[config.mk]
export PLATFORM = sky130hd
export DESIGN_NAME = pc_ctrl_flat
export DESIGN_NICKNAME = d
export VERILOG_FILES = /design/src/rtl/pc_ctrl_if.sv /design/src/rtl/pc_ctrl.sv /design/src/flat_wrapper.sv
export SDC_FILE = /design/constraint.sdc
export NUM_CORES = 1
export LEC_CHECK = 0
export CORE_UTILIZATION = 25
export DETAILED_ROUTE_END_ITERATION = 10
export SLEW_MARGIN = 40
export SYNTH_ARGS = -nofsm -noshare
export SYNTH_HDL_FRONTEND = slang
export SYNTH_SLANG_ARGS = --single-unit
export TNS_END_PERCENT = 100
[constraint.sdc]
create_clock -name clk -period 4.6 [get_ports clk]
set_input_delay 0.46 -clock clk [delete_from_list [all_inputs] [get_ports clk]]
set_output_delay 0.46 -clock clk [all_outputs]
set_load 0.01 [all_outputs]
[src/rtl/pc_ctrl_if.sv]
// Fetch-control bus between the pipeline front end and pc_ctrl.
// redirect_en/exc/stall are single-cycle qualifiers sampled on every rising edge; there is no ready/backpressure.
interface pc_ctrl_if #(
    parameter int WIDTH = 32
);
    logic             stall;
    logic             redirect_en;
    logic [WIDTH-1:0] redirect_addr;
    logic             call;
    logic             ret;
    logic             exc;
    logic [WIDTH-1:0] pc;
    logic [WIDTH-1:0] pc_plus;
    logic             fetch_valid;
    logic             misalign;
    logic             ras_empty;
    logic             ras_full;

    modport master (
        output stall, redirect_en, redirect_addr, call, ret, exc,
        input  pc, pc_plus, fetch_valid, misalign, ras_empty, ras_full
    );

    modport slave (
        input  stall, redirect_en, redirect_addr, call, ret, exc,
        output pc, pc_plus, fetch_valid, misalign, ras_empty, ras_full
    );
endinterface

[src/rtl/pc_ctrl.sv]
// Program-counter controller: next PC priority exc > redirect > stall > pc+STEP.
// Define PC_CTRL_RAS_EN to build the return-address stack used by call/ret redirects.
module pc_ctrl #(
    parameter int               WIDTH        = 32,
    parameter int               STEP         = 4,
    parameter logic [WIDTH-1:0] RESET_VECTOR = '0,
    parameter logic [WIDTH-1:0] EXC_VECTOR   = WIDTH'(32'h80),
    parameter int               RAS_DEPTH    = 4
) (
    input logic      clk,
    input logic      reset,
    pc_ctrl_if.slave bus
);
    localparam logic [WIDTH-1:0] LOW_MASK = WIDTH'(STEP - 1);

    logic [WIDTH-1:0] pc_q;
    logic [WIDTH-1:0] pc_d;
    logic [WIDTH-1:0] pc_inc;
    logic [WIDTH-1:0] target;
    logic [WIDTH-1:0] stack_top;
    logic             fetch_valid_q;
    logic             misalign_q;
    logic             misalign_d;
    logic             take_redirect;
    logic             from_stack;

    assign pc_inc        = pc_q + WIDTH'(STEP);
    assign target        = bus.redirect_addr & ~LOW_MASK;
    assign take_redirect = bus.redirect_en & ~bus.exc;

`ifdef PC_CTRL_RAS_EN
    localparam int PW = $clog2(RAS_DEPTH);

    logic [WIDTH-1:0] ras_mem [RAS_DEPTH];
    logic [PW-1:0]    ras_top;
    logic [PW:0]      ras_cnt;
    logic             do_call;
    logic             do_ret;
    logic             ras_is_empty;
    logic             ras_is_full;
    logic             push;
    logic             pop;
    logic             swap;

    assign ras_is_empty = (ras_cnt == '0);
    assign ras_is_full  = (ras_cnt == (PW + 1)'(RAS_DEPTH));
    assign do_call      = take_redirect & bus.call;
    assign do_ret       = take_redirect & bus.ret;
    assign from_stack   = do_ret & ~ras_is_empty;
    assign stack_top    = ras_mem[ras_top];
    // A call+ret with an empty stack degenerates into a plain push.
    assign push         = do_call & ~from_stack;
    assign pop          = from_stack & ~do_call;
    assign swap         = do_call & from_stack;

    // Circular buffer: a push when full advances over the oldest entry.
    always_ff @(posedge clk or negedge reset) begin
        if (!reset) begin
            ras_top <= '0;
            ras_cnt <= '0;
        end else if (push) begin
            ras_top <= ras_top + PW'(1);
            if (!ras_is_full) ras_cnt <= ras_cnt + (PW + 1)'(1);
        end else if (pop) begin
            ras_top <= ras_top - PW'(1);
            ras_cnt <= ras_cnt - (PW + 1)'(1);
        end
    end

    always_ff @(posedge clk) begin
        if (push) ras_mem[ras_top + PW'(1)] <= pc_inc;
        else if (swap) ras_mem[ras_top] <= pc_inc;
    end

    assign bus.ras_empty = ras_is_empty;
    assign bus.ras_full  = ras_is_full;
`else
    logic [1:0] unused_ras_in;
    localparam int unused_ras_depth = RAS_DEPTH;

    assign unused_ras_in = {bus.call, bus.ret};
    assign from_stack    = 1'b0;
    assign stack_top     = '0;
    assign bus.ras_empty = 1'b1;
    assign bus.ras_full  = 1'b0;
`endif

    always_comb begin
        pc_d       = pc_q;
        misalign_d = 1'b0;
        if (bus.exc) begin
            pc_d = EXC_VECTOR;
        end else if (bus.redirect_en) begin
            if (from_stack) begin
                pc_d = stack_top;
            end else begin
                pc_d       = target;
                misalign_d = |(bus.redirect_addr & LOW_MASK);
            end
        end else if (!bus.stall) begin
            pc_d = pc_inc;
        end
    end

    always_ff @(posedge clk or negedge reset) begin
        if (!reset) begin
            pc_q          <= RESET_VECTOR;
            misalign_q    <= 1'b0;
            fetch_valid_q <= 1'b0;
        end else begin
            pc_q          <= pc_d;
            misalign_q    <= misalign_d;
            fetch_valid_q <= 1'b1;
        end
    end

    assign bus.pc          = pc_q;
    assign bus.pc_plus     = pc_inc;
    assign bus.misalign    = misalign_q;
    assign bus.fetch_valid = fetch_valid_q;
endmodule

[src/flat_wrapper.sv]
// flat-port wrapper written by rule: the top's interface ports become plain ports
module pc_ctrl_flat 
#(
    parameter int               WIDTH        = 32,
    parameter int               STEP         = 4,
    parameter logic [WIDTH-1:0] RESET_VECTOR = '0,
    parameter logic [WIDTH-1:0] EXC_VECTOR   = WIDTH'(32'h80),
    parameter int               RAS_DEPTH    = 4
)
  (clk, reset, bus_stall, bus_redirect_en, bus_redirect_addr, bus_call, bus_ret, bus_exc, bus_pc, bus_pc_plus, bus_fetch_valid, bus_misalign, bus_ras_empty, bus_ras_full);
  pc_ctrl_if #(.WIDTH(WIDTH)) bus_i ();
  input logic clk;
  input logic reset;
  input wire logic [$bits(bus_i.stall)-1:0] bus_stall;
  input wire logic [$bits(bus_i.redirect_en)-1:0] bus_redirect_en;
  input wire logic [$bits(bus_i.redirect_addr)-1:0] bus_redirect_addr;
  input wire logic [$bits(bus_i.call)-1:0] bus_call;
  input wire logic [$bits(bus_i.ret)-1:0] bus_ret;
  input wire logic [$bits(bus_i.exc)-1:0] bus_exc;
  output wire logic [$bits(bus_i.pc)-1:0] bus_pc;
  output wire logic [$bits(bus_i.pc_plus)-1:0] bus_pc_plus;
  output wire logic [$bits(bus_i.fetch_valid)-1:0] bus_fetch_valid;
  output wire logic [$bits(bus_i.misalign)-1:0] bus_misalign;
  output wire logic [$bits(bus_i.ras_empty)-1:0] bus_ras_empty;
  output wire logic [$bits(bus_i.ras_full)-1:0] bus_ras_full;
  assign bus_i.stall = bus_stall;
  assign bus_i.redirect_en = bus_redirect_en;
  assign bus_i.redirect_addr = bus_redirect_addr;
  assign bus_i.call = bus_call;
  assign bus_i.ret = bus_ret;
  assign bus_i.exc = bus_exc;
  assign bus_pc = bus_i.pc;
  assign bus_pc_plus = bus_i.pc_plus;
  assign bus_fetch_valid = bus_i.fetch_valid;
  assign bus_misalign = bus_i.misalign;
  assign bus_ras_empty = bus_i.ras_empty;
  assign bus_ras_full = bus_i.ras_full;
  pc_ctrl #(.WIDTH(WIDTH), .STEP(STEP), .RESET_VECTOR(RESET_VECTOR), .EXC_VECTOR(EXC_VECTOR), .RAS_DEPTH(RAS_DEPTH)) u_core (.clk(clk), .reset(reset), .bus(bus_i));
endmodule
======== After elaboration in Yosys (flattened, before gate mapping) ========
Index checks and enable logic that the tools add are counted.
operators by class
  equal/unequal tests ..................... 1
  add/subtract/negate cells ............... 1
  mux-type cells .......................... 5
  reduce and logical (&&, ||, !) cells .... 1
operators by type and width
  kind                                                                      count
  32-bit 2-to-1 mux                                                         3
  32-bit by 3-bit adder with 32-bit output (second input constant)          1
  3-bit by 1-bit inequality test with 1-bit output (second input constant)  1
  1-bit 2-to-1 mux                                                          2
  2-bit OR reduction                                                        1
storage, ports and cells
  register bits after elaboration ......... 34
  word-level logic and storage cells ...... 11
  input bits .............................. 39
  output and inout port bits .............. 68

======== Longest topological paths before layout ========
  depth after elaboration ................. 4
  gate-level depth with buffers ........... 6
  gate-level depth less buffers ........... 5

======== Worst setup path after synthesis ========
Ideal clock, no wire load.
  path type ............................... flip-flop to output port
  start ................................... register u_core.pc_q[13], in the netlist u_core.bus.pc[13]
  end ..................................... output port bus_pc_plus[26]
  setup slack ............................. 2.272 ns
  arrival time ............................ 1.868 ns
  stages on the path, launching flop included .. 6
  path through ............................ dfrtp_1 -> buf_2 -> nand3_1 -> nor4_1 -> and2_1 -> xor2_1
between the ends
  longest elaborated chain between the ends .. 1
ends and longest elaborated chain
  what                                      RTL line            source
  start: declaration                        pc_ctrl.sv:16       logic [WIDTH-1:0] pc_q;
  start signal: assignment                  pc_ctrl.sv:111      pc_q <= pc_d;
  32-bit by 3-bit adder with 32-bit output  pc_ctrl.sv:27       assign pc_inc = pc_q + WIDTH'(STEP);
  end: declaration                          flat_wrapper.sv:21  output wire logic [$bits(bus_i.pc_plus)-1:0] bus_pc_plus;
No other way between the ends.

======== Worst setup path in the final report ========
  start ................................... register u_core.pc_q[2], in the netlist u_core.bus.pc[2]
  end ..................................... output port bus_pc_plus[26]
Same word-level chain as after synthesis.

==> report_table.html <==
<table>
<tr><th>Metric</th><th>Value</th></tr>
<tr><th colspan="2">STA</th></tr>
<tr><td>Final hold slack</td><td>slightly below 0.6 ns</td></tr>
<tr><td>Setup Skew</td><td>0.0109 ns</td></tr>
<tr><td>Max-slew headroom at the worst pin</td><td>a little over half</td></tr>
<tr><td>Setup-violating endpoint count in the final report</td><td>0</td></tr>
<tr><td>Slew Limit Fails</td><td>0</td></tr>
<tr><td>Sum Neg Setup Slack</td><td>0 ns</td></tr>
<tr><td>Worst-margin pin slew</td><td>about 0.71 ns</td></tr>
<tr><td>Final period demand of the worst path</td><td>about 3.4 ns</td></tr>
<tr><td>F_max</td><td>0.297 GHz</td></tr>
<tr><td>Hold Fails Final Rpt</td><td>0</td></tr>
<tr><td>RSZ-0062 raised after global routing</td><td>false</td></tr>
<tr><td>Post-route fraction of the period consumed by the critical path</td><td>between 70% and 80%</td></tr>
<tr><th colspan="2">Setup path</th></tr>
<tr><td>Crit path largest cell delay</td><td>around 0.67 ns</td></tr>
<tr><td>Launch instance of the worst register-to-register path</td><td>u_core.bus.pc[15]</td></tr>
<tr><td>Maximum net fanout on the critical path</td><td>6</td></tr>
<tr><td>Crit path DAT</td><td>2.91 ns</td></tr>
<tr><td>Cell type group with the largest total delay on the critical path</td><td>simple AND/OR/NAND/NOR gates</td></tr>
<tr><td>CP Class</td><td>reg2out</td></tr>
<tr><td>Cell-by-cell trace of the critical path</td><td>ha_1 -&gt; nand4_1 -&gt; nor4_1 -&gt; and2_1 -&gt; xor2_1 -&gt; clkdlybuf4s50_1</td></tr>
<tr><td>Bufs and invs on worst path</td><td>1</td></tr>
<tr><td>Cell with the largest stage delay on the worst path</td><td>nor4_1</td></tr>
<tr><td>Slack of the worst reg-to-reg path</td><td>~2.3 ns</td></tr>
<tr><td>Type of destination of the critical path</td><td>output pin</td></tr>
<tr><td>Data required, critical path</td><td>4.14 ns</td></tr>
<tr><td>CP startpoint kind</td><td>register</td></tr>
<tr><td>Critical path origin</td><td>u_core.bus.pc[2]</td></tr>
<tr><th colspan="2">Power</th></tr>
<tr><td>Static power due to leakage</td><td>0.00136 uW</td></tr>
<tr><td>Internal power summed over all cells</td><td>between 500 and 600 uW</td></tr>
<tr><td>Clock power frac</td><td>between 30 and 40%</td></tr>
<tr><td>Total net switching power</td><td>between 200 and 300 uW</td></tr>
<tr><td>IR drop worst, VDD</td><td>approximately 0.00009 V</td></tr>
<tr><td>Switching fraction of total power</td><td>30.4%</td></tr>
<tr><td>Relative contribution of combinational cells to total power</td><td>a little over a quarter</td></tr>
<tr><td>Sequential cell fraction of total power</td><td>about two fifths</td></tr>
<tr><td>Power density normalized to cell area</td><td>around 220 mW/mm^2</td></tr>
<tr><th colspan="2">Synth</th></tr>
<tr><td>Most used flip-flop cell after synthesis</td><td>dfrtp_1</td></tr>
<tr><td>Count of different cell masters after synthesis</td><td>47</td></tr>
<tr><td>Share of the yosys chip area belonging to registers</td><td>about 30%</td></tr>
<tr><td>Post-synthesis cell count</td><td>330</td></tr>
<tr><td>Synth top area cells</td><td>dfrtp_1 30%, xnor2_1 8.7%, nor2_1 4.3%</td></tr>
<tr><td>Avg Cell Area, Syn</td><td>7.97 um^2</td></tr>
<tr><td>FFs w/ async S/R, synth</td><td>100%</td></tr>
<tr><td>Post-synth top area share</td><td>30.4%</td></tr>
<tr><td>Synthesized flop and latch total</td><td>32</td></tr>
<tr><td>Number of enable-type register cells in the synthesized netlist</td><td>0</td></tr>
<tr><td>Post-synthesis cell type with the largest combined area</td><td>dfrtp_1</td></tr>
<tr><td>Mapped Area</td><td>~0.0026 mm^2</td></tr>
<tr><td>Yosys synthesis warning count</td><td>0</td></tr>
<tr><th colspan="2">Clock network</th></tr>
<tr><td># hold bufs at CTS</td><td>0</td></tr>
<tr><td>Total clock buffers created by CTS</td><td>5</td></tr>
<tr><td>Later-pin clock latency in the skew report</td><td>roughly 0.29 ns</td></tr>
<tr><td>Maximum root-to-sink buffer count</td><td>2</td></tr>
<tr><td>Clock tree from TritonCTS</td><td>done</td></tr>
<tr><td>Sinks on the clock net</td><td>32</td></tr>
<tr><td>PostCTS Resize Cnt</td><td>0</td></tr>
<tr><td>Number of levels in the clock H-tree</td><td>2</td></tr>
<tr><td>Clock transition at the registers of the reported paths</td><td>0.08 ns</td></tr>
<tr><td>Postcts setup bufs</td><td>0</td></tr>
<tr><td>Clk Tree Root Cell</td><td>clkbuf_8</td></tr>
<tr><th colspan="2">GRT</th></tr>
<tr><td>Pin count of the biggest net entering global routing</td><td>33</td></tr>
<tr><td>GR Overflow Total</td><td>0</td></tr>
<tr><td>All-Layer GR Usage</td><td>16.2%</td></tr>
<tr><td>Initial antenna violation count</td><td>0</td></tr>
<tr><td>Via count of the first global-routing pass</td><td>between 2000 and 3000</td></tr>
<tr><td>Global-route wire length before repair</td><td>between 10000 and 15000 um</td></tr>
<tr><th colspan="2">Floorplanning</th></tr>
<tr><td>Initial cell density of the core</td><td>between 20% and 30%</td></tr>
<tr><td>Cell row count</td><td>37</td></tr>
<tr><td>Top Ports</td><td>107</td></tr>
<tr><td>Die Span X</td><td>105 um</td></tr>
<tr><td>Area of the core</td><td>slightly above 0.01 mm^2</td></tr>
<tr><td>Area enclosed by the die boundary</td><td>between 0.01 and 0.015 mm^2</td></tr>
<tr><td>Die height</td><td>roughly 100 um</td></tr>
<tr><th colspan="2">Cells and area</th></tr>
<tr><td>Most used cells in the layout excluding fill and tap cells</td><td>98 x clkdlybuf4s50_1, 32 x dfrtp_1, 30 x nor2_1, 29 x nand2_1, 26 x xnor2_1</td></tr>
<tr><td>FILL cells</td><td>~1100</td></tr>
<tr><td>Final net count</td><td>between 400 and 500</td></tr>
<tr><td>Final design instance area without fill</td><td>around 0.0038 mm^2</td></tr>
<tr><td>Proportion of layout cells with a drive suffix above 1</td><td>5.12%</td></tr>
<tr><td>Area added between synthesis and finish</td><td>43.8%</td></tr>
<tr><td>Number of inserted diodes</td><td>0</td></tr>
<tr><td>Most common cell after layout, fill and taps aside</td><td>clkdlybuf4s50_1</td></tr>
<tr><th colspan="2">Hold path</th></tr>
<tr><td>Classification of the worst-slack hold path</td><td>in2async</td></tr>
<tr><th colspan="2">Job</th></tr>
<tr><td>Max-capacitance violation count</td><td>0</td></tr>
<tr><th colspan="2">Run status</th></tr>
<tr><td>Result of the run</td><td>complete, but fails checks</td></tr>
<tr><td>Violations in the final reports</td><td>DRC</td></tr>
<tr><th colspan="2">Drt</th></tr>
<tr><td>Total wire length</td><td>around 9000 um</td></tr>
<tr><td>Detail-routed net length per standard cell</td><td>about 16 um</td></tr>
<tr><td>Iteration-0 DRC count of the detailed router</td><td>between 100 and 150</td></tr>
<tr><td>Post-route DRC</td><td>2</td></tr>
<tr><td>Vias per cell</td><td>roughly 5.2</td></tr>
<tr><td>Antenna-violating nets left</td><td>0</td></tr>
<tr><td>Vias</td><td>2820</td></tr>
<tr><td>Count of TritonRoute iterations in the first routing pass</td><td>8</td></tr>
<tr><th colspan="2">Place</th></tr>
<tr><td>Final RePlAce weighted congestion</td><td>0.835</td></tr>
<tr><td>Detailed placement HPWL</td><td>6490 um</td></tr>
<tr><td>Instance area at placement</td><td>around 0.0037 mm^2</td></tr>
<tr><td>Count of port buffers added during placement</td><td>98</td></tr>
</table>
-- synthesized netlist by cell type, types with 7 or more instances --
library cell,n
a211oi_1,8
xor2_1,10
xnor2_1,26
nand4_1,14
nand2_1,29
inv_1,8
dfrtp_1,32
nor4_1,8
nor2_1,30
buf_2,12
or4_1,8
nand3_1,15
o21ai_0,8
or3_1,7
clkbuf_1,14
nor3_1,15
a311oi_1,12
buf_4,9
nor2b_1,7
-- registers in the layout, indices dropped and copies added, names as in the netlist --
register	cells
u_core.bus.pc	30
u_core.bus.fetch_valid	1
u_core.bus.misalign	1
-- area by class of cell --
| class | instances | area [um^2] | share of cell area, % |
|---|---|---|---|
| multi-input cells | 255 | 1630 | 43.1 |
| repair buffers | 106 | 1040 | 27.5 |
| flip-flops and latches | 32 | 801 | 21.2 |
| well taps | 136 | 170 | 4.50 |
| clock buffers | 6 | 72.6 | 1.92 |
| clock inverters | 2 | 35.0 | 0.926 |
| inverters | 9 | 33.8 | 0.893 |
-- stage by stage --
| step | utilization, % | std cells | worst slack [ns] | power [uW] |
|---|---|---|---|---|
| finish | 36.8 | 546 | 1.23 | 848 |
| floorplan | - | 335 | 2.27 | 442 |
| CTS | 36.7 | 546 | 1.20 | 858 |
| detailed placement | 35.7 | 538 | 1.53 | 574 |
| global placement | 35.7 | 538 | 1.55 | 571 |
| global route | 36.8 | 546 | 0.995 | 894 |
-- power by group through the flow --
stage | Combinational [uW] | Sequential (uW) | Clock [uW]
floorplan | 109 | 333 | 0
global placement | 224 | 347 | 0
detailed placement | 226 | 348 | 0
CTS | 227 | 342 | 288
global route | 243 | 347 | 304
finish | 225 | 342 | 281
-- metal layers --
layer	up-vias	global-route usage [%]	share of wire (%)
met5	-	0	0
met4	0	5.73	1.7
met3	13	2.62	5.8
met2	104	26.3	47
met1	1348	21.7	45
li1	1355	-	-
-- logic make-up (layout without fill, tap and decap cells) --
| family | Yosys count | count (layout) | synth area share (%) |
|---|---|---|---|
| xor gates and xnor gates | 36 | 36 | 12.0 |
| AOI/OAI and AO/OA | 55 | 55 | 16.4 |
| buffers and inverters | 48 | 123 | 8.75 |
| and+or+nand+nor | 155 | 155 | 31.3 |
| adders and majority gates | 1 | 1 | 0.475 |
| other | 2 | 7 | 0.285 |
| DFF | 32 | 32 | 30.4 |
| muxes | 1 | 1 | 0.380 |
-- worst paths after layout --
kind                                endpoint  cells past startpoint
setup / recovery             bus_pc_plus[26]                      6
hold / removal              u_core.bus.pc[6]                      2
setup reg to reg           u_core.bus.pc[29]                      4
hold reg to reg            u_core.bus.pc[30]                      2
max in group asynchronous  u_core.bus.pc[23]                      2
min in group clk           u_core.bus.pc[30]                      2
Power figures use the tool's default switching activity.
